## src/rtl/mem_port_arbiter.sv

```systemverilog
// rtl/mem_port_arbiter.sv - two-port (fetch/data) arbiter onto a single memory port
//
// Arbitrates a fetch port and a data port onto one memory request port,
// one transaction in flight at a time, round-robin on ties, with a
// per-transaction timeout that completes the requester with err=1.
//
// Ports:
//   clk, reset          clock (rising edge), asynchronous active-low reset
//   if_req/if_addr      fetch request in; if_valid/if_rdata completion out
//   d_req/d_we/d_addr/d_wdata   data request in; d_valid/d_rdata completion out
//   err                 qualifies if_valid/d_valid: completion was a timeout
//   mem_req/mem_we/mem_addr/mem_wdata   memory request out
//   mem_ack/mem_rdata   memory completion in
//   busy                high whenever a transaction is in flight

module mem_port_arbiter #(
  parameter int ADDR_W  = 32,
  parameter int DATA_W  = 32,
  parameter int TIMEOUT = 16
) (
  input  logic              clk,
  input  logic              reset,
  input  logic              if_req,
  input  logic [ADDR_W-1:0] if_addr,
  output logic              if_valid,
  output logic [DATA_W-1:0] if_rdata,
  input  logic              d_req,
  input  logic              d_we,
  input  logic [ADDR_W-1:0] d_addr,
  input  logic [DATA_W-1:0] d_wdata,
  output logic              d_valid,
  output logic [DATA_W-1:0] d_rdata,
  output logic              err,
  output logic              mem_req,
  output logic              mem_we,
  output logic [ADDR_W-1:0] mem_addr,
  output logic [DATA_W-1:0] mem_wdata,
  input  logic              mem_ack,
  input  logic [DATA_W-1:0] mem_rdata,
  output logic              busy
);

  typedef enum logic [1:0] {
    IDLE   = 2'd0,
    BUSY_I = 2'd1,
    BUSY_D = 2'd2
  } state_t;

  localparam logic [7:0] CNT_LAST = 8'(TIMEOUT - 1);

  state_t              state_q;
  logic                last_d_q;   // 1 = data port was granted most recently
  logic [7:0]          cnt_q;      // BUSY cycles seen without mem_ack
  logic                if_valid_q;
  logic [DATA_W-1:0]   if_rdata_q;
  logic                d_valid_q;
  logic [DATA_W-1:0]   d_rdata_q;
  logic                err_q;
  logic                mem_req_q;
  logic                mem_we_q;
  logic [ADDR_W-1:0]   mem_addr_q;
  logic [DATA_W-1:0]   mem_wdata_q;

  // A requester whose completion pulse is showing this cycle still holds
  // req high; masking it keeps it from being granted a second time.
  logic elig_i, elig_d, grant_i, grant_d, done;

  always_comb begin
    elig_i  = if_req && !if_valid_q;
    elig_d  = d_req  && !d_valid_q;
    grant_i = elig_i && (!elig_d || last_d_q);
    grant_d = elig_d && (!elig_i || !last_d_q);
    // Ack on the final allowed cycle wins over the timeout.
    done    = mem_ack || (cnt_q == CNT_LAST);
  end

  always_ff @(posedge clk or negedge reset) begin
    if (!reset) begin
      state_q     <= IDLE;
      last_d_q    <= 1'b1;
      cnt_q       <= '0;
      if_valid_q  <= 1'b0;
      if_rdata_q  <= '0;
      d_valid_q   <= 1'b0;
      d_rdata_q   <= '0;
      err_q       <= 1'b0;
      mem_req_q   <= 1'b0;
      mem_we_q    <= 1'b0;
      mem_addr_q  <= '0;
      mem_wdata_q <= '0;
    end else begin
      if_valid_q <= 1'b0;
      d_valid_q  <= 1'b0;
      err_q      <= 1'b0;
      case (state_q)
        IDLE: begin
          if (grant_i) begin
            state_q     <= BUSY_I;
            last_d_q    <= 1'b0;
            cnt_q       <= '0;
            mem_req_q   <= 1'b1;
            mem_we_q    <= 1'b0;
            mem_addr_q  <= if_addr;
            mem_wdata_q <= '0;
          end else if (grant_d) begin
            state_q     <= BUSY_D;
            last_d_q    <= 1'b1;
            cnt_q       <= '0;
            mem_req_q   <= 1'b1;
            mem_we_q    <= d_we;
            mem_addr_q  <= d_addr;
            mem_wdata_q <= d_wdata;
          end
        end
        BUSY_I, BUSY_D: begin
          if (done) begin
            state_q   <= IDLE;
            mem_req_q <= 1'b0;
            err_q     <= !mem_ack;
            if (state_q == BUSY_I) begin
              if_valid_q <= 1'b1;
              if_rdata_q <= mem_ack ? mem_rdata : '0;
            end else begin
              d_valid_q <= 1'b1;
              d_rdata_q <= (mem_ack && !mem_we_q) ? mem_rdata : '0;
            end
          end else begin
            cnt_q <= cnt_q + 8'd1;
          end
        end
        default: state_q <= IDLE;
      endcase
    end
  end

  assign if_valid  = if_valid_q;
  assign if_rdata  = if_rdata_q;
  assign d_valid   = d_valid_q;
  assign d_rdata   = d_rdata_q;
  assign err       = err_q;
  assign mem_req   = mem_req_q;
  assign mem_we    = mem_we_q;
  assign mem_addr  = mem_addr_q;
  assign mem_wdata = mem_wdata_q;
  assign busy      = (state_q != IDLE);

endmodule

```

## config.mk

```make
export PLATFORM = sky130hd
export DESIGN_NAME = mem_port_arbiter
export DESIGN_NICKNAME = d
export VERILOG_FILES = /design/src/rtl/mem_port_arbiter.sv
export SDC_FILE = /design/constraint.sdc
export NUM_CORES = 1
export LEC_CHECK = 0
export CAP_MARGIN = 40
export CORE_MARGIN = 3
export CORE_UTILIZATION = 33
export CTS_BUF_LIST = sky130_fd_sc_hd__clkbuf_4
export DETAILED_ROUTE_END_ITERATION = 12
export PLACE_DENSITY_LB_ADDON = 0.1
export SYNTH_ARGS = -nofsm -noshare
export SYNTH_HDL_FRONTEND = slang
export SYNTH_SLANG_ARGS = --single-unit
```

## constraint.sdc

```tcl
create_clock -name clk -period 1.9 [get_ports clk]
set_input_delay 0.38 -clock clk [delete_from_list [all_inputs] [get_ports clk]]
set_output_delay 0.38 -clock clk [all_outputs]
set_load 0.02 [all_outputs]
```

==> results.toml <==
[clock_network]
cts_buffers = 17
clock-sinks = 144
clockRootBuffer = "clkbuf_4"
cts-htree-levels = 4
clk_pin_slew_ns = 0.11
cts_tree = "done"
clock_latency_ns = 0.53
clock_path_buffers = 2

[global_routing]
gr-total-overflow = 0
grt_pass1_wl_um = 27300
grt_use_total_pct = 18.9
grt_start_max_net_pins = 50
first_global_vias = 4953
antenna_found_initial = 0

[place]
dp_cells = 915
gp_congestion = 0.823
placed_area_um2 = 8720
dp_hpwl_um = 12500
io_buffer_count = 267

[floorplan]
start_util_pct = 34.4
num_rows = 46
die_area_um2 = 18500
coreArea_um2 = 16200
fp.dieH_um = 136
die_w_um = 136
io_pins = 268

[route]
post_drt_wl_per_cell_um = 18.4
drt_iter0_markers = 224
vias_per_cell = 4.99
wl_um = 17500
drc = 0
ant_nets = 0
first_pass_iters = 4
vias = 4729

[synth]
syn-cell-area_um2 = 5590
seq_area_frac_synth_pct = 64.5
synth-edff-count = 0
synth.top_cell.area_share_pct = 64.1
synth.distinct_cells = 41
yosys_warnings = 0
yosys-top-cells-area = "dfrtp_1 64%, a22o_1 16%, nand2_1 4.6%"
async_flop_share_pct = 100
yosys_register_bits = 144
syn_area_per_cell_um2 = 12.8
synth_nets = 575
ys.flop_type = "dfrtp_1"
yosysTopAreaCell = "dfrtp_1"
syn_inst = 438

[timing]
worstMarginPinSlew_ns = 0.351
max_slew_margin_pct = 76.6
rsz0062_at_grt = "no"
final-hold-violation-count = 0
drv_slew = 0
finalSetupViolations = 0
fmax_mhz = 552
period_share_pct = 95.4
fin_crit_ns = 1.81
finClkSkew_ns = 0.0155

[finish]
area_growth_pct = 58.9
fin_area_um2 = 8880
final_nets = 858
register_area_um2 = 3600
layout.cells.most_common_list = "143 x dfrtp_1, 133 x dlygate4sd2_1, 132 x clkdlybuf4s50_1, 100 x a22o_1, 68 x nand2_1"
diodes = 0
fin_cells = 948
drive_above_1_share_pct = 10.1
mostFrequentLayoutCell = "dfrtp_1"
multi_input_area_um2 = 1830
fill_cells = 1429

[setup_path]
path_buf_inv = 1
cp-start-kind = "flop"
crit_chain = "or4_4, o21a_4, buf_4, o21a_1, a31oi_1"
critPathMaxStageDelay_ns = 0.58
crit_arrival_ns = 2.27
cpMaxStageDelayCell = "or4_4"
critPathTopFamily = "compound AO/OA/AOI/OAI gates"
required_ns = 2.35
critPathCaptureType = "flop"
critPathMaxFanout = 5
criticalPathCategory = "flop to flop"

[job]
drv_cap = 0

[power_and_ir_drop]
p_leak_nw = 4.37
power_density_nw_per_um2 = 1600
vdd_drop_max_v = 0.000700
power_mw = 14.2

[min_path]
hold_path_class = "input pin to async pin"

[outcome]
status = "finished, final reports clean"
## flip-flops by register name (all words and copies together), names as in the netlist
signal	count
d_rdata	32
if_rdata	32
mem_we	1
mem_addr	32
d_valid	1
last_d_q	1
cnt_q	8
if_valid	1
mem_wdata	32
mem_req	1
err	1
state_q	2
## power breakdown
part	internal, mW	leakage [nW]	total [mW]	switching (mW)
Combinational	3.15	2.40	7.15	4.00
Sequential	4.37	1.83	5.08	0.704
Clock	0.875	0.132	1.93	1.06
## timing repair
item,CTS,global route
setup buffers,0,2
hold endpoints to repair,115,0
hold buffers,1,0
endpoints found under the setup margin,134,32
gates cloned,0,0
resized for setup,140,3
## layout make-up
type | count | share of cell area [%]
Clock buffer | 17 | 1.44
Sequential cell | 144 | 40.6
Multi-Input combinational cell | 255 | 20.6
Tap cell | 216 | 3.04
Timing Repair Buffer | 297 | 32.4
Inverter | 6 | 0.282
Clock inverter | 13 | 1.66
## routing by layer
| layer | vias up | track usage, % | part of all wire, % |
|---|---|---|---|
| met1 | 2298 | 24.2 | 41 |
| met2 | 207 | 29.9 | 48 |
| met5 | - | 0 | 0 |
| li1 | 2203 | - | - |
| met3 | 21 | 7.40 | 9.0 |
| met4 | 0 | 5.60 | 1.6 |
## kinds of logic after synthesis
group / count (synthesis) / synth area share [%]
DFF: 144 / 64.5
muxes: 1 / 0.202
and+or+nand+nor: 96 / 7.68
AOI/OAI and AO/OA: 155 / 23.4
adders and majority gates: 3 / 0.672
buffers and inverters: 39 / 3.49
## worst reg2reg max path, delay by kind of cell, from the launching register on
kind	cells	cell delay [ns]
simple gates	1	0.58
compound gates	3	0.61
flops	1	0.40
buf+inv	1	0.14
## synth_stat cells (3+ instances only)
library cell  instances
nor2_1                4
buf_6                 6
inv_1                 3
a22oi_1              32
a22o_1              100
nand2_1              68
o21ai_2               3
inv_2                 3
nor3_1                3
ha_1                  3
nor2b_1               5
nand3_1               4
dfrtp_1             143
clkbuf_1             23
buf_2                 3
a31oi_1               4
## path summary, 6_finish.rpt
check                      slack, ns     startpoint             to  depth (start not counted)
setup / recovery                0.09       cnt_q[4]       cnt_q[3]                          5
max in group asynchronous       1.00          reset  mem_wdata[29]                          3
min in group clk                0.36      d_addr[3]    mem_addr[3]                          3
setup reg to reg                0.09       cnt_q[4]       cnt_q[3]                          5
hold / removal                  0.27          reset   if_rdata[30]                          2
hold reg to reg                 0.50  mem_wdata[13]  mem_wdata[13]                          1
## per-stage QoR
step                setup WS [ns]  setup TNS [ns]  hold slack [ns]  utilization [%]
detailed placement        -0.0898          -0.383            0.264             53.7
CTS                       0.00678               0            0.215             54.5
global route             0.000594               0            0.217             54.7
floorplan                  0.0784               0           0.0844                -
finish                     0.0869               0            0.267             54.7
global placement          -0.0862          -0.204            0.257             53.7
Note: power is estimated with default switching activity, not from simulation.
==> RTL change (same flow settings) <==
The parameter `DATA_W` goes from 32 to 64.
--- a/src/rtl/mem_port_arbiter.sv
+++ b/src/rtl/mem_port_arbiter.sv
@@ -15,7 +15,7 @@
 
 module mem_port_arbiter #(
   parameter int ADDR_W  = 32,
-  parameter int DATA_W  = 32,
+  parameter int DATA_W  = 64,
   parameter int TIMEOUT = 16
 ) (
   input  logic              clk,
Interface: changed (5 resized); port bits go from 268 to 428. No check against the original RTL was run, so the function may have changed too.
==> RTL change against the unedited design <==
Final area grew 64%; worst setup slack gained 16 ps; worst hold slack lost 23 ps; area after synthesis grew 59%; power grew 75%; largest power group unchanged; highest routed layer is now met5; wire length grew 85%; maximum frequency grew 0.90%; global-route usage grew 2.8 points; utilization grew 0.59 points; die area grew 57%; first-iteration DRC count grew 47%; largest cell class unchanged; sequential cell count grew 96.
==> RTL change: results (changes against the unedited design) <==
metric	value	unit	change
met3 WL	3.36	mm	+110%
Switch Pwr	9.82	mW	+71%
CP arrival	1420	ps	-850 ps
vias per cell	4.97		-0.36%
Clock Skew	28.5	ps	+13.0 ps
Gate Count Post-Synth	650		+48%
HPWL after DPL	22.5	mm	+81%
Worst VDD drop	0.000907	V	+30%
Final nets	1336		+56%
Clock Path Buffers	3		+1
multiplexer share of the synthesized area	0.112	%	-0.089 points
wire per inst	21.2	um	+15%
I/O Buffers	427		+60%
Routability Congestion	0.843		+2.3%
via count	7555		+60%
DR WL met2	15.0	mm	+78%
status	finished, final reports clean		
met1 WL	13.1	mm	+81%
CTS H-Tree Depth	3		-1
Post-Place Cells	1396		+53%
vias in the first global route	8110		+64%
GRT Resource Usage Total	21.8	%	+2.8 points
sequential area share after synthesis	67.4	%	+2.9 points
violation count after the first detailed-route iteration	329		+47%
Post-Syn Nets	851		+48%
==> RTL change: changes by cell type after synthesis, moves of 3 or more <==
cell and change:
clkbuf_1 +12, buf_1 +3, buf_4 +5, nand2_1 +4
a22o_1 +95, o21ai_2 -3, dfrtp_1 +96
==> RTL change: layer usage <==
metal,global-route usage (%),vias to the layer above
met1,26.4,3670
met3,10.2,52
met5,0,-
met2,34.2,360
li1,-,3465
met4,7.72,8
==> RTL change: power groups by stage <==
| stage | Sequential [mW] | Combinational (mW) | Clock, mW |
|---|---|---|---|
| 2_1_floorplan | 11.1 | 3.72 | 0 |
| 3_3_place_gp | 8.62 | 13.0 | 0 |
| 3_5_place_dp | 8.55 | 13.2 | 0 |
| 4_1_cts | 8.49 | 11.8 | 4.90 |
| 5_1_grt | 8.76 | 12.4 | 5.19 |
| 6_report | 8.50 | 11.6 | 4.68 |
==> RTL change: path summary, 6_finish.rpt <==
check / cells after the start / endpoint / startpoint / slack, ps
setup / recovery: 4 / busy / state_q[0] / 100
hold / removal: 2 / d_rdata[30] / reset / 240
setup reg to reg: 6 / d_rdata[34] / cnt_q[4] / 120
hold reg to reg: 1 / mem_wdata[13] / mem_wdata[13] / 490
max in group asynchronous: 3 / d_rdata[44] / reset / 970
min in group clk: 3 / mem_addr[31] / d_addr[31] / 280
==> RTL change: layout make-up <==
type	instances	area (sq um)
flip-flops and latches	240	6010
well taps	335	419
repair buffers	469	4570
multi-input cells	349	2650
inverters	7	28.8
clock buffers	98	736
diodes	2	5.00
clock inverters	20	114
fillers	2370	11800
==> RTL change: repair_timing <==
item,CTS,global route
buffers inserted,2,1
hold buffers,1,0
pin swaps,1,1
hold endpoints to repair,49,0
gates resized for setup,238,9
setup endpoints to repair,260,69
